## src/rtl/axis_bram_readout.sv

```systemverilog
// Streams a window of the capture BRAM out as AXI-Stream with tlast.
// Reads are credit-gated against a small skid FIFO so tready may stall freely.
module axis_bram_readout #(
    parameter int BRAM_ADDR_WIDTH = 16,
    parameter int BRAM_DATA_WIDTH = 16,
    parameter int READ_LATENCY    = 2,
    parameter int FIFO_DEPTH      = 4
) (
    input  logic                       aclk,
    input  logic                       aresetn,
    input  logic                       rd_start,
    input  logic [BRAM_ADDR_WIDTH-1:0] rd_start_addr,
    input  logic [BRAM_ADDR_WIDTH:0]   rd_length,
    output logic [31:0]                rd_status,
    output logic [BRAM_DATA_WIDTH-1:0] m_axis_tdata,
    output logic                       m_axis_tvalid,
    input  logic                       m_axis_tready,
    output logic                       m_axis_tlast,
    output logic                       bram_portb_clk,
    output logic [BRAM_ADDR_WIDTH-1:0] bram_portb_addr,
    input  logic [BRAM_DATA_WIDTH-1:0] bram_portb_rddata,
    output logic                       bram_portb_en
);
    localparam int AW = BRAM_ADDR_WIDTH;
    localparam int DW = BRAM_DATA_WIDTH;
    localparam int PW = (FIFO_DEPTH > 1) ? $clog2(FIFO_DEPTH) : 1;
    localparam int CW = $clog2(FIFO_DEPTH + 1);
    localparam int LW = $clog2(READ_LATENCY + 1);
    localparam int SW = CW + 1;

    typedef enum logic [1:0] {IDLE, READ, DRAIN, DONE} state_t;
    state_t state, state_nx;

    logic                    start_q;
    logic                    start_edge;
    logic [AW-1:0]           rd_addr;
    logic [AW:0]             remaining;
    logic [15:0]             beats;
    logic                    done_q;
    logic                    busy_q;
    logic [READ_LATENCY-1:0] pipe_v;
    logic [READ_LATENCY-1:0] pipe_l;
    logic [DW-1:0]           mem_d [FIFO_DEPTH];
    logic [FIFO_DEPTH-1:0]   mem_l;
    logic [PW-1:0]           wr_ptr;
    logic [PW-1:0]           rd_ptr;
    logic [CW-1:0]           fcnt;
    logic [LW-1:0]           inflight;
    logic [SW-1:0]           used;
    logic                    issue;
    logic                    last_rd;
    logic                    abort;
    logic                    push;
    logic                    pop;

    function automatic logic [PW-1:0] bump(input logic [PW-1:0] p);
        return (p == PW'(FIFO_DEPTH - 1)) ? '0 : p + PW'(1);
    endfunction

    always_comb begin
        inflight = '0;
        for (int i = 0; i < READ_LATENCY; i++)
            inflight = inflight + LW'(pipe_v[i]);
    end

    // Occupancy before this cycle's pop: conservative but never overflows.
    assign used       = SW'(inflight) + SW'(fcnt);
    assign start_edge = rd_start & ~start_q;
    assign abort      = (state == READ || state == DRAIN) && !rd_start;
    assign issue      = (state == READ) && rd_start && (remaining != '0)
                        && (used < SW'(FIFO_DEPTH));
    assign last_rd    = (remaining == (AW + 1)'(1));
    assign push       = pipe_v[READ_LATENCY-1] && !abort;
    assign pop        = (fcnt != '0) && m_axis_tready;

    always_comb begin
        state_nx = state;
        unique case (state)
            IDLE: begin
                if (start_edge)
                    state_nx = (rd_length == '0) ? DONE : READ;
            end
            READ: begin
                if (abort)
                    state_nx = IDLE;
                else if (issue && last_rd)
                    state_nx = DRAIN;
            end
            DRAIN: begin
                if (abort)
                    state_nx = IDLE;
                else if (pop && mem_l[rd_ptr])
                    state_nx = DONE;
            end
            DONE: begin
                if (!rd_start)
                    state_nx = IDLE;
            end
            default: state_nx = IDLE;
        endcase
    end

    always_ff @(posedge aclk) begin
        if (!aresetn) begin
            state     <= IDLE;
            start_q   <= 1'b1;
            rd_addr   <= '0;
            remaining <= '0;
            beats     <= '0;
            done_q    <= 1'b0;
            busy_q    <= 1'b0;
            pipe_v    <= '0;
            pipe_l    <= '0;
            wr_ptr    <= '0;
            rd_ptr    <= '0;
            fcnt      <= '0;
            mem_l     <= '0;
            for (int i = 0; i < FIFO_DEPTH; i++)
                mem_d[i] <= '0;
        end else begin
            state   <= state_nx;
            start_q <= rd_start;
            done_q  <= (state == DONE);
            busy_q  <= (state == READ) || (state == DRAIN);

            if (state == IDLE && start_edge) begin
                rd_addr   <= rd_start_addr;
                remaining <= rd_length;
                beats     <= '0;
            end else begin
                if (issue) begin
                    rd_addr   <= rd_addr + AW'(1);
                    remaining <= remaining - (AW + 1)'(1);
                end
                if (pop && beats != 16'hFFFF)
                    beats <= beats + 16'd1;
            end

            pipe_v[0] <= issue;
            pipe_l[0] <= issue && last_rd;
            for (int i = 1; i < READ_LATENCY; i++) begin
                pipe_v[i] <= pipe_v[i-1] && !abort;
                pipe_l[i] <= pipe_l[i-1];
            end

            if (abort) begin
                wr_ptr <= '0;
                rd_ptr <= '0;
                fcnt   <= '0;
            end else begin
                if (push) begin
                    mem_d[wr_ptr] <= bram_portb_rddata;
                    mem_l[wr_ptr] <= pipe_l[READ_LATENCY-1];
                    wr_ptr        <= bump(wr_ptr);
                end
                if (pop)
                    rd_ptr <= bump(rd_ptr);
                unique case ({push, pop})
                    2'b10:   fcnt <= fcnt + CW'(1);
                    2'b01:   fcnt <= fcnt - CW'(1);
                    default: ;
                endcase
            end
        end
    end

    assign m_axis_tvalid   = (fcnt != '0);
    assign m_axis_tdata    = mem_d[rd_ptr];
    assign m_axis_tlast    = (fcnt != '0) && mem_l[rd_ptr];
    assign rd_status       = {beats, 14'd0, busy_q, done_q};
    assign bram_portb_clk  = aclk;
    assign bram_portb_addr = rd_addr;
    assign bram_portb_en   = issue;

endmodule

```

## config.mk

```make
export PLATFORM = sky130hd
export DESIGN_NAME = axis_bram_readout
export DESIGN_NICKNAME = d
export VERILOG_FILES = /design/src/rtl/axis_bram_readout.sv
export SDC_FILE = /design/constraint.sdc
export NUM_CORES = 1
export LEC_CHECK = 0
export ABC_CLOCK_PERIOD_IN_PS = 3600
export BUFFER_PORTS_ARGS = -buffer_cell sky130_fd_sc_hd__buf_2
export CORE_ASPECT_RATIO = 1.4
export CORE_UTILIZATION = 53
export DETAILED_ROUTE_END_ITERATION = 10
export GPL_TIMING_DRIVEN = 0
export PLACE_DENSITY = 0.84
export SLEW_MARGIN = 20
export SYNTH_ARGS = -nofsm -noshare
export SYNTH_HDL_FRONTEND = slang
export SYNTH_SLANG_ARGS = --single-unit
```

## constraint.sdc

```tcl
create_clock -name aclk -period 3.6 [get_ports aclk]
set_input_delay 0 -clock aclk [delete_from_list [all_inputs] [get_ports aclk]]
set_output_delay 0 -clock aclk [all_outputs]
set_load 0.005 [all_outputs]
```

== Yosys cells after proc, flatten, opt, wreduce, memory -nomap -nowiden ==
Memory sizes are Yosys's and may differ from the RTL's. A register that Yosys moved wholly into a read port is not among the register bits.
Index checks and enable logic that the tools add are counted.

* Add/sub/neg operators: 9
* Order comparisons: 4
* Equality and inequality tests: 13
* Mux-type cells: 30
* Bitwise gates (word level): 4
* Reductions and logical operators: 27

{| class="wikitable"
|+ Operators by type and width
! kind !! number
|-
| 16-bit 2-to-1 mux || 3
|-
| 17-bit 2-to-1 mux || 2
|-
| 16-bit by 1-bit adder with 16-bit output (second input constant) || 2
|-
| 2-bit 2-to-1 mux || 12
|-
| 17-bit by 1-bit == test with 1-bit output (second input constant) || 1
|-
| 17-bit logical NOT || 1
|-
| 17-bit nonzero test || 1
|-
| 17-bit by 1-bit subtractor with 17-bit output (second input constant) || 1
|-
| 16-bit inequality test (second input constant) || 1
|-
| 16-bit OR reduction || 1
|-
| 1-bit logical AND || 13
|-
| 2-bit == test (second input constant) || 5
|-
| 1-bit 2-to-1 mux || 8
|-
| 2-bit one-hot mux with 4 select lines || 1
|-
| 2-bit by 3-bit less-than comparator with 1-bit output (second input constant) || 2
|-
| 3-bit one-hot mux with 2 select lines || 1
|-
| 2-bit by 1-bit adder with 2-bit output (second input constant) || 2
|-
| 2-bit by 3-bit adder with 4-bit output || 1
|-
| 4-bit bitwise mux || 1
|-
| 2-bit by 1-bit == test with 1-bit output (second input constant) || 2
|-
| 4-bit by 3-bit less-than comparator with 1-bit output (second input constant) || 1
|-
| 2-bit inequality test (second input constant) || 2
|-
| 4-bit AND reduction || 1
|-
| 2-bit nonzero test || 2
|-
| other kinds (16) || 20
|}

* Bits in registers: 69
* RAM bits: 64
* Output and inout port bits: 68
* Logic and storage cells: 101
* Memories: 1

{| class="wikitable"
|+ Memory list
! memory !! words !! width !! rd ports !! clocked after Yosys merged registers in !! wr ports !! RTL line !! RTL
|-
| mem_d || 4 || 16 || 1 || 1 || 4 || 43 || <nowiki>logic [DW-1:0] mem_d [FIFO_DEPTH];</nowiki>
|}

== Longest topological paths before layout ==
Gate-level depths: netlist (run 1).

* Depth after elaboration: 11
* Mapped depth: 12
* Mapped depth without buffers: 11

==> reports/qor.yml, run 1 <==
setup_path:
  crit_type: "reg -> reg"
  crit_buf_inv: 1
  path_max_fanout: 16
  cp-start-kind: "register"
  crit_family: "simple AND/OR/NAND/NOR gates"
  cpMostUsedCell: "nand2b_1"
  arrival_ps: 3190
  crit_path_top_delay_cell: "nand2b_1"
  startpoint: "state[0]"
  critPathCaptureType: "register"
  r2r-start: "state[0]"
  cp_cell_sequence: "inv_1, ha_1, nand2b_1, nand3_1, nor3_1, nand2b_1"
  worstPathRequired_ps: 3750
  cp_slowest_stage_delay_ps: 800
detailed_routing:
  firstDrtPassIters: 5
  drc: 0
  avgViaCountPerCell: 5.81
  antenna_left: 0
  drt-initial-drc-count: 317
  routedWlPerCell_um: 17.4
  dr_total_vias: 5710
  drt_wl_total_um: 17100
timing:
  skew_ps: 7.98
  max_freq_mhz: 328
  finalCritPeriodShare_pct: 84.7
  finalWorstSetupSlack_ps: 552
  hold_viol_final: 0
  fin_crit_ps: 3050
  setup_viol: 0
  rsz0062_at_grt: "no"
  final_max_slew_viol_count: 0
  maxSlewHeadroom_pct: 39.5
  tns_ps: 0
  worstMarginPinSlew_ps: 908
run_status:
  status: "completed"
floorplan:
  io_pins: 121
  die_w_um: 96.8
  start_util_pct: 54.2
  die_y_um: 135
  fp.coreArea_um2: 12300
  core.rowCount: 48
  die_area_um2: 13000
place:
  dp_hpwl_um: 11400
  portBuffers: 106
  place_inst: 895
  gp_congestion: 0.929
  dp_slack_ps: 535
worst_hold_path:
  worstHoldStart: "rd_start"
  worstHoldPathType: "in -> reg"
layout:
  diodes: 0
  final_cell_count_no_fill: 982
  layout_common_cells: "buf_2 (111), and2_1 (73), dfxtp_1 (71)"
  drive_gt1_share_pct: 22.7
  layout_commonest_cell: "buf_2"
  nets: 889
  synthToLayoutAreaGrowth_pct: 29.9
synth:
  avgSynthCellArea_um2: 10.7
  dominantRegCellSynth: "dfxtp_1"
  yosysSeqAreaShare_pct: 50.1
  ys_ff_latch: 135
  ys_warn_count: 0
  netlist_area_um2: 6670
  ys_types: 54
  synthArstFlopShare_pct: 0
  synth_cells: 624
  synth_edf_count: 64
global_routing:
  antenna_found_initial: 0
  first_global_vias: 5992
  grt_max_degree: 17
  grt_usage_pct: 27.4
  grt_pass1_wl_um: 28000
  overflow: 0
clock_network:
  cts.repair.resized: 0
  cts_tree: "built"
  clk_pin_slew_ps: 60
  clk_latency_ps: 530
pwr:
  p_total_mw: 4.69
  vdd_drop_max_v: 0.000388
  power_leakage_nw: 3.43
  pwr_density_cell_nw_per_um2: 541
run:
  maxCapViolations: 0
==> registers in the layout (all words and copies together) (netlist names), named ones only <==
name             cells
beats               16
fcnt                 3
mem_l                4
start_q              1
bram_portb_addr     16
mem_d               64
pipe_l               2
state                2
pipe_v               2
busy_q               1
done_q               1
wr_ptr               2
rd_ptr               2
remaining           17
==> kinds of logic after synthesis <==
kind of cell	Yosys count	synth area share [%]
AO/OA/AOI/OAI	131	12.6
XOR/XNOR	37	4.86
adder cells (fa/ha/maj)	17	3.30
buffers and inverters	68	4.88
flip-flops	135	50.1
multiplexers	20	6.19
other	1	0.0562
AND/OR/NAND/NOR	215	18.1
==> tightest hold or removal path: cells and delay by family <==
kind / cells / cell delay, ps
AND/OR/NAND/NOR: 1 / 60
buffers and inverters: 3 / 740
==> power breakdown <==
part,switching (mW),leakage (nW),internal (mW)
clock network,0.670,0.329,1.24
registers,0.0981,1.24,1.72
logic,0.582,1.86,0.377
==> final cells by class <==
cell class	instances	area [um2]
fillers	848	3640
flip-flops and latches	135	3340
multi-input cells	434	3070
repair buffers	159	1070
clock buffers	22	509
plain buffers	50	258
well taps	150	188
clock inverters	14	159
inverters	18	67.6
==> final timing paths <==
check | endpoint | slack, ps | cells after the start
worst max-delay path | mem_d[0][4] | 550 | 6
worst min-delay path | start_q | 310 | 4
worst max register to register | mem_d[0][4] | 550 | 6
worst min register to register | mem_l[3] | 460 | 2
==> synth_stat cells (3+ instances only) <==
library cell | count | area share (%)
and2_1 | 73 | 6.8
dfxtp_1 | 71 | 21
edfxtp_1 | 64 | 29
o21ai_0 | 40 | 3.0
a21oi_1 | 35 | 2.6
nor2_1 | 29 | 1.6
clkbuf_1 | 28 | 1.6
nand2_1 | 28 | 1.6
xor2_1 | 28 | 3.7
inv_1 | 18 | 1.0
buf_4 | 17 | 1.9
mux4_2 | 17 | 5.7
o2111ai_1 | 17 | 2.2
ha_1 | 16 | 3.0
nand3_1 | 16 | 1.2
nor3_1 | 15 | 1.1
nand4_1 | 10 | 0.94
xnor2_1 | 9 | 1.2
a31oi_1 | 7 | 0.66
nand2b_1 | 7 | 0.66
nor4_1 | 7 | 0.66
o211ai_1 | 7 | 0.79
and3_1 | 6 | 0.56
or3_1 | 6 | 0.56
or4_1 | 6 | 0.67
buf_2 | 5 | 0.37
o31ai_1 | 5 | 0.56
a211oi_1 | 3 | 0.34
and4_1 | 3 | 0.39
mux2i_1 | 3 | 0.45
==> through the flow <==
stage,hold slack (ps),instance area [um2],util (%)
4_1_cts,275,8670,70.4
6_report,309,8670,70.4
5_1_grt,305,8670,70.4
3_3_place_gp,163,7440,60.4
2_1_floorplan,80.8,6720,-
3_5_place_dp,163,7480,60.8
==> what timing repair did <==
item	CTS	global route
setup buffers	0	0
hold buffers	52	0
endpoints found under the hold margin	108	0
==> metal layers <==
layer  global-route usage (%)  wire [um]  part of all wire (%)  up-vias
met5                        0          0                     0        -
met2                     51.0       9320                    54      288
met4                     13.8        506                   3.0        0
met1                     27.6       6170                    36     2715
met3                     7.97       1140                   6.6       50
li1                         -          -                     -     2657
(Power assumes the default switching activity.)
==> run 2: changes to the inputs <==
--- a/config.mk
+++ b/config.mk
@@ -5,10 +5,11 @@
 export SDC_FILE = /design/constraint.sdc
 export NUM_CORES = 1
 export LEC_CHECK = 0
-export ABC_CLOCK_PERIOD_IN_PS = 3600
+export ABC_AREA = 1
+export ABC_CLOCK_PERIOD_IN_PS = 2800
 export BUFFER_PORTS_ARGS = -buffer_cell sky130_fd_sc_hd__buf_2
 export CORE_ASPECT_RATIO = 1.4
-export CORE_UTILIZATION = 53
+export CORE_UTILIZATION = 51
 export DETAILED_ROUTE_END_ITERATION = 10
 export GPL_TIMING_DRIVEN = 0
 export PLACE_DENSITY = 0.84
==> constraint.sdc (replaced) <==
create_clock -name aclk -period 2.8 [get_ports aclk]
set_input_delay 0 -clock aclk [delete_from_list [all_inputs] [get_ports aclk]]
set_output_delay 0 -clock aclk [all_outputs]
set_load 0.005 [all_outputs]
==> run 2 against run 1 <==
  * Global-route usage shrank 0.21 points
  * Die area grew 11%
  * Clock power grew 24%
  * Combinational power grew 100%
  * Utilization shrank 2.7 points
  * Clock-buffer cell count shrank 1
  * Worst setup slack lost 380 ps
  * Synthesized area grew 7.0%
==> reports/qor.yml, run 2 <==
detailed_routing:
  drt-initial-drc-count: 374  # +18%
  antenna_left: 0  # unchanged
  firstDrtPassIters: 5  # unchanged
  avgViaCountPerCell: 5.13  # -12%
  drc: 0  # unchanged
  dr_total_vias: 6700  # +17%
  routedWlPerCell_um: 14.3  # -18%
  drt_wl_total_um: 18600  # +8.9%
place:
  gp_congestion: 0.953  # +2.6%
  place_inst: 1218  # +36%
  portBuffers: 106  # unchanged
  dp_hpwl_um: 12800  # +12%
timing:
  fin_crit_ps: 2630  # -423 ps
  tns_ps: 0  # unchanged
  max_freq_mhz: 381  # +16%
  rsz0062_at_grt: "no"
  final_max_slew_viol_count: 0  # unchanged
  worstMarginPinSlew_ps: 805  # -103 ps
  hold_viol_final: 0  # unchanged
  finalCritPeriodShare_pct: 93.8  # +9.1 points
  maxSlewHeadroom_pct: 46.2  # +6.7 points
  setup_viol: 0  # unchanged
  skew_ps: 9.13  # +1.15 ps
  hold_slack_ps: 299  # -9.70 ps
setup_path:
  crit_buf_inv: 3  # +2
  cp-start-kind: "register"
  crit_path_top_delay_cell: "buf_1"
  cp_cell_sequence: "inv_1, ha_1, nand2_1, nand2_2, inv_2, nand4_1, buf_1, nand2_2"
  path_max_fanout: 16  # unchanged
  cp_slowest_stage_delay_ps: 470  # -330 ps
  crit_type: "reg -> reg"
  arrival_ps: 2790  # -400 ps
  cpMostUsedCell: "nand2_2"
  crit_family: "simple AND/OR/NAND/NOR gates"
  worstPathRequired_ps: 2960  # -790 ps
  critPathCaptureType: "register"
run:
  maxCapViolations: 0  # unchanged
layout:
  top_register: "mem_d"
  layout_commonest_cell: "nor2_1"
  nets: 1182  # +33%
  final_cell_count_no_fill: 1307  # +33%
  diodes: 0  # unchanged
  largest_register_ffs: 64  # unchanged
  fillers: 1087  # +28%
  layout_common_cells: "nor2_1 (179), nand2_1 (174), buf_2 (111)"
  reg_top3: "mem_d (64), remaining (17)"
  synthToLayoutAreaGrowth_pct: 28.1
  drive_gt1_share_pct: 18.0  # -4.8 points
floorplan:
  die_y_um: 142  # +5.4%
  start_util_pct: 52.9  # -1.3 points
  die_w_um: 102  # +5.3%
  core.rowCount: 50  # +4.2%
  io_pins: 121  # unchanged
  fp.coreArea_um2: 13500  # +9.8%
  die_area_um2: 14500  # +11%
pwr:
  netSwitchingFraction_pct: 33.7  # +4.9 points
  p_total_mw: 6.74  # +44%
  pwr_density_cell_nw_per_um2: 737  # +36%
  p_sw_mw: 2.27  # +68%
  seq_power_share_pct: 35.9  # -2.9 points
  p_int_mw: 4.47  # +34%
  power_frac_clock_pct: 35.2  # -5.6 points
  power_leakage_nw: 4.04  # +18%
  vdd_drop_max_v: 0.000551  # +42%
  comb_power_share_pct: 28.9  # +8.4 points
clock_network:
  cts_setup_buffers: 0  # unchanged
  cts_tree: "built"
  clk_pin_slew_ps: 60  # about the same
  clk_latency_ps: 530  # about the same
global_routing:
  grt_max_degree: 17  # unchanged
  grt_usage_pct: 27.2  # -0.21 points
  antenna_found_initial: 0  # unchanged
  grt_pass1_wl_um: 30200  # +8.0%
  first_global_vias: 6518  # +8.8%
  overflow: 0  # unchanged
run_status:
  status: "completed"
synth:
  dominantRegCellSynth: "dfxtp_1"
  netlist_area_um2: 7140  # +7.0%
  yosysSeqAreaShare_pct: 46.8  # -3.3 points
  ys_top_cells_by_count: "nor2_1 (179), nand2_1 (177), inv_1 (88), dfxtp_1 (71), edfxtp_1 (64)"
  ys_types: 42  # -22%
  yosysTopAreaCell: "edfxtp_1"
  synth_edf_count: 64  # unchanged
  yosysMostFrequentCell: "nor2_1"
  ys_warn_count: 0  # unchanged
  synth_cells: 917  # +47%
  synth_area_leaders: "edfxtp_1 (27%), dfxtp_1 (20%), nor2_1 (9.4%)"
  avgSynthCellArea_um2: 7.79  # -27%
  ys_ff_latch: 135  # unchanged
  synthArstFlopShare_pct: 0  # unchanged
  synth_top_cell_area_share_pct: 26.9  # -1.9 points
worst_hold_path:
  worstHoldPathType: "in -> reg"
[run 2: cell type report]
cell class	instances	area, um2	area share, %
well taps	182	228	2.49
multi-input cells	656	3250	35.5
plain buffers	46	265	2.90
clock inverters	15	141	1.55
inverters	93	354	3.87
flip-flops and latches	135	3340	36.5
clock buffers	21	505	5.53
repair buffers	159	1070	11.7
[run 2: timing repair]
action,in CTS,in global routing
hold buffers,54,0
endpoints found under the hold margin,105,0
endpoints found under the setup margin,48,43
gates resized for setup,3,3
[run 2: per-layer routing]
layer  routed length, um  part of all wire [%]  track usage, %
met5                   0                     0               0
met4                 392                   2.1            11.4
met3                 999                   5.4            5.40
met2                9990                    54            51.4
met1                7260                    39            28.4
[run 2: stage by stage]
stage | utilization, % | area (um2) | setup WS (ps)
after detailed placement | 58.8 | 7950 | -171
after CTS | 67.6 | 9140 | 93.1
after global placement | 58.8 | 7950 | -106
after floorplan | - | 7190 | 501
final | 67.7 | 9150 | 174
after global routing | 67.7 | 9150 | 3.63
[run 2: worst reg2reg max path: cells and delay by family (launching register included)]
kind / cells / cell delay, ps
buf+inv: 3 / 640
flops: 1 / 380
fa+ha+maj: 1 / 300
simple gates: 4 / 930
[run 2: cells by family after synthesis]
kind of cell	after synthesis	synth area share [%]
flip-flops	135	46.8
buffers and inverters	139	8.67
adder cells (fa/ha/maj)	17	3.08
AND/OR/NAND/NOR	461	27.9
other	1	0.0525
AO/OA/AOI/OAI	146	11.3
XOR/XNOR	18	2.21
[run 2: power groups by stage]
stage / combinational (mW) / sequential [mW] / clock, mW
2_1_floorplan: 1.42 / 2.42 / 0.0232
3_3_place_gp: 1.81 / 2.45 / 0.0347
3_5_place_dp: 1.84 / 2.45 / 0.0347
4_1_cts: 1.93 / 2.41 / 2.40
5_1_grt: 2.16 / 2.44 / 2.49
6_report: 1.95 / 2.42 / 2.37
[run 2: final timing paths]
path / startpoint / endpoint / slack, ps / cells after the start
worst max-delay path: state[0] / mem_d[2][3] / 170 / 8
worst min-delay path: rd_start_addr[10] / bram_portb_addr[10] / 300 / 4
worst max register to register: state[0] / mem_d[2][3] / 170 / 8
worst min register to register: pipe_l[0] / pipe_l[1] / 420 / 2
==> run 3: changes to the inputs <==
--- a/config.mk
+++ b/config.mk
@@ -12,7 +12,7 @@
 export CORE_UTILIZATION = 51
 export DETAILED_ROUTE_END_ITERATION = 10
 export GPL_TIMING_DRIVEN = 0
-export PLACE_DENSITY = 0.84
+export PLACE_DENSITY = 0.76
 export SLEW_MARGIN = 20
 export SYNTH_ARGS = -nofsm -noshare
 export SYNTH_HDL_FRONTEND = slang
==> run 3 against run 2 <==
  * Worst hold slack got worse by 18 ps
  * Sequential share of layout area about the same
  * Worst setup slack improved by 48 ps
  * Via count shrank 0.24%
  * Utilization down 0.056 points
  * Largest cell class unchanged
  * Clock-buffer cell count unchanged
  * Fmax up 1.8%
  * Highest routed layer unchanged
  * Clock skew grew 1.2 ps
  * Final cell count is the same
==> reports/qor.yml, run 3 (synthesized netlist as in run 2, its figures left out) <==
layout:
  layout_common_cells: "nor2_1 (179), nand2_1 (174), buf_2 (111)"
  fin_area_um2: 9140  # about the same
  layout_commonest_cell: "nor2_1"
  synthToLayoutAreaGrowth_pct: 28.0  # about the same
  nets: 1182  # unchanged
  fin_util_pct: 67.6  # about the same
  largest_register_ffs: 64  # unchanged
  reg_top3: "mem_d (64), remaining (17)"
  seq_area_um2: 3340  # unchanged
  fillers: 1168  # +7.5%
  top_register: "mem_d"
  multi_input_area_um2: 3250  # unchanged
  drive_gt1_share_pct: 18.1  # +0.18 points
  diodes: 0  # unchanged
  final_cell_count_no_fill: 1307  # unchanged
clock_network:
  cts_tree: "built"
  clk_pin_slew_ps: 60  # about the same
  clk_latency_ps: 530  # about the same
  cts_setup_buffers: 0  # unchanged
setup_path:
  path_max_fanout: 16  # unchanged
  cp-start-kind: "register"
  crit_buf_inv: 3  # unchanged
  cp_slowest_stage_delay_ps: 390  # -80 ps
  critPathCaptureType: "register"
  crit_family: "simple AND/OR/NAND/NOR gates"
  crit_type: "reg -> reg"
  arrival_ps: 2750  # -40 ps
  cp_cell_sequence: "inv_1, ha_1, nand2_1, nand2_2, inv_2, nand4_1, clkbuf_2, nand2_2"
  cpMostUsedCell: "nand2_2"
  crit_path_top_delay_cell: "dfxtp_1"
  worstPathRequired_ps: 2970  # about the same
place:
  portBuffers: 106  # unchanged
  dp_hpwl_um: 12700  # -0.59%
  dp_slack_ps: -96.6  # +74.2 ps
  place_area_um2: 7950  # unchanged
  place_inst: 1218  # unchanged
  gp_congestion: 0.938  # -1.6%
pwr:
  p_sw_mw: 2.32  # +2.3%
  seq_power_share_pct: 36.0  # about the same
  p_total_mw: 6.72  # -0.27%
  vdd_drop_max_v: 0.000704  # +28%
  comb_power_share_pct: 28.9  # about the same
  netSwitchingFraction_pct: 34.6  # +0.86 points
  power_frac_clock_pct: 35.1  # about the same
  p_int_mw: 4.40  # -1.6%
  pwr_density_cell_nw_per_um2: 735  # -0.18%
  power_leakage_nw: 4.05  # +0.18%
floorplan:
  fp.coreArea_um2: 13500  # unchanged
  core.rowCount: 50  # unchanged
  start_util_pct: 52.9  # unchanged
  die_y_um: 142  # unchanged
  io_pins: 121  # unchanged
  die_w_um: 102  # unchanged
  die_area_um2: 14500  # unchanged
timing:
  finalWorstSetupSlack_ps: 222  # +47.6 ps
  maxSlewHeadroom_pct: 45.2  # -0.98 points
  tns_ps: 0  # unchanged
  setup_viol: 0  # unchanged
  hold_viol_final: 0  # unchanged
  rsz0062_at_grt: "no"
  worstMarginPinSlew_ps: 820  # +14.7 ps
  max_freq_mhz: 388  # +1.8%
  hold_slack_ps: 281  # -18.1 ps
  final_max_slew_viol_count: 0  # unchanged
  finalCritPeriodShare_pct: 92.1  # -1.7 points
  fin_crit_ps: 2580  # -47.6 ps
  skew_ps: 10.4  # +1.24 ps
global_routing:
  grt_max_degree: 17  # unchanged
  antenna_found_initial: 0  # unchanged
  overflow: 0  # unchanged
  grt_pass1_wl_um: 29500  # -2.4%
  grt_usage_pct: 26.7  # -0.41 points
  first_global_vias: 6232  # -4.4%
detailed_routing:
  routedWlPerCell_um: 14.3  # +0.48%
  antenna_left: 0  # unchanged
  dr_total_vias: 6684  # -0.24%
  drc: 0  # unchanged
  drt-initial-drc-count: 328  # -12%
  drt_wl_total_um: 18700  # +0.48%
  avgViaCountPerCell: 5.11  # -0.24%
  firstDrtPassIters: 5  # unchanged
run:
  maxCapViolations: 0  # unchanged
worst_hold_path:
  worstHoldPathType: "in -> reg"
run_status:
  status: "completed"
==> run 3: cell types whose count changed in the layout (fill, tap and decap cells not counted) <==
cell        delta
clkinvlp_4     -2
inv_8          +2
buf_1          -1
bufinv_16      -1
clkbuf_2       +1
clkinv_1       -1
clkinv_4       +1
inv_6          +1
==> run 3: cell type report <==
cell class | instances | area share, %
flip-flops and latches | 135 | 36.6
multi-input cells | 656 | 35.5
repair buffers | 159 | 11.7
clock buffers | 21 | 5.53
inverters | 93 | 3.87
plain buffers | 46 | 2.92
well taps | 182 | 2.49
clock inverters | 15 | 1.45
==> run 3: what timing repair did <==
item | CTS | global route
hold buffers | 54 | 0
endpoints found under the setup margin | 48 | 48
pin swaps | 0 | 0
resized for setup | 3 | 4
endpoints found under the hold margin | 104 | 0
==> run 3: layer usage <==
metal,share of wire (%),global-route usage (%),vias up
met3,4.9,5.84,31
met1,40,29.6,3045
met4,2.0,10.8,0
li1,-,-,3369
met2,54,48.7,239
met5,0,0,-
==> run 3: final timing paths <==
kind / start / to / slack (ps) / depth (start not counted)
worst min-delay path: rd_start / start_q / 280 / 4
worst max register to register: state[0] / mem_d[2][3] / 220 / 8
worst max-delay path: state[0] / mem_d[2][3] / 220 / 8
worst min register to register: pipe_l[0] / pipe_l[1] / 440 / 2
==> run 3: power groups by stage <==
| stage | clock network [mW] | registers (mW) | logic, mW |
|---|---|---|---|
| finish | 2.36 | 2.42 | 1.94 |
| global route | 2.49 | 2.44 | 2.17 |
| CTS | 2.39 | 2.41 | 1.93 |
| detailed placement | 0.0347 | 2.46 | 1.84 |
| global placement | 0.0347 | 2.45 | 1.82 |
| floorplan | 0.0232 | 2.42 | 1.42 |
==> run 3: tightest hold or removal path, cell delays in order <==
cell           delay [ps]
dlygate4sd3_1         540
buf_2                 140
inv_2                  50
nand2_1                40
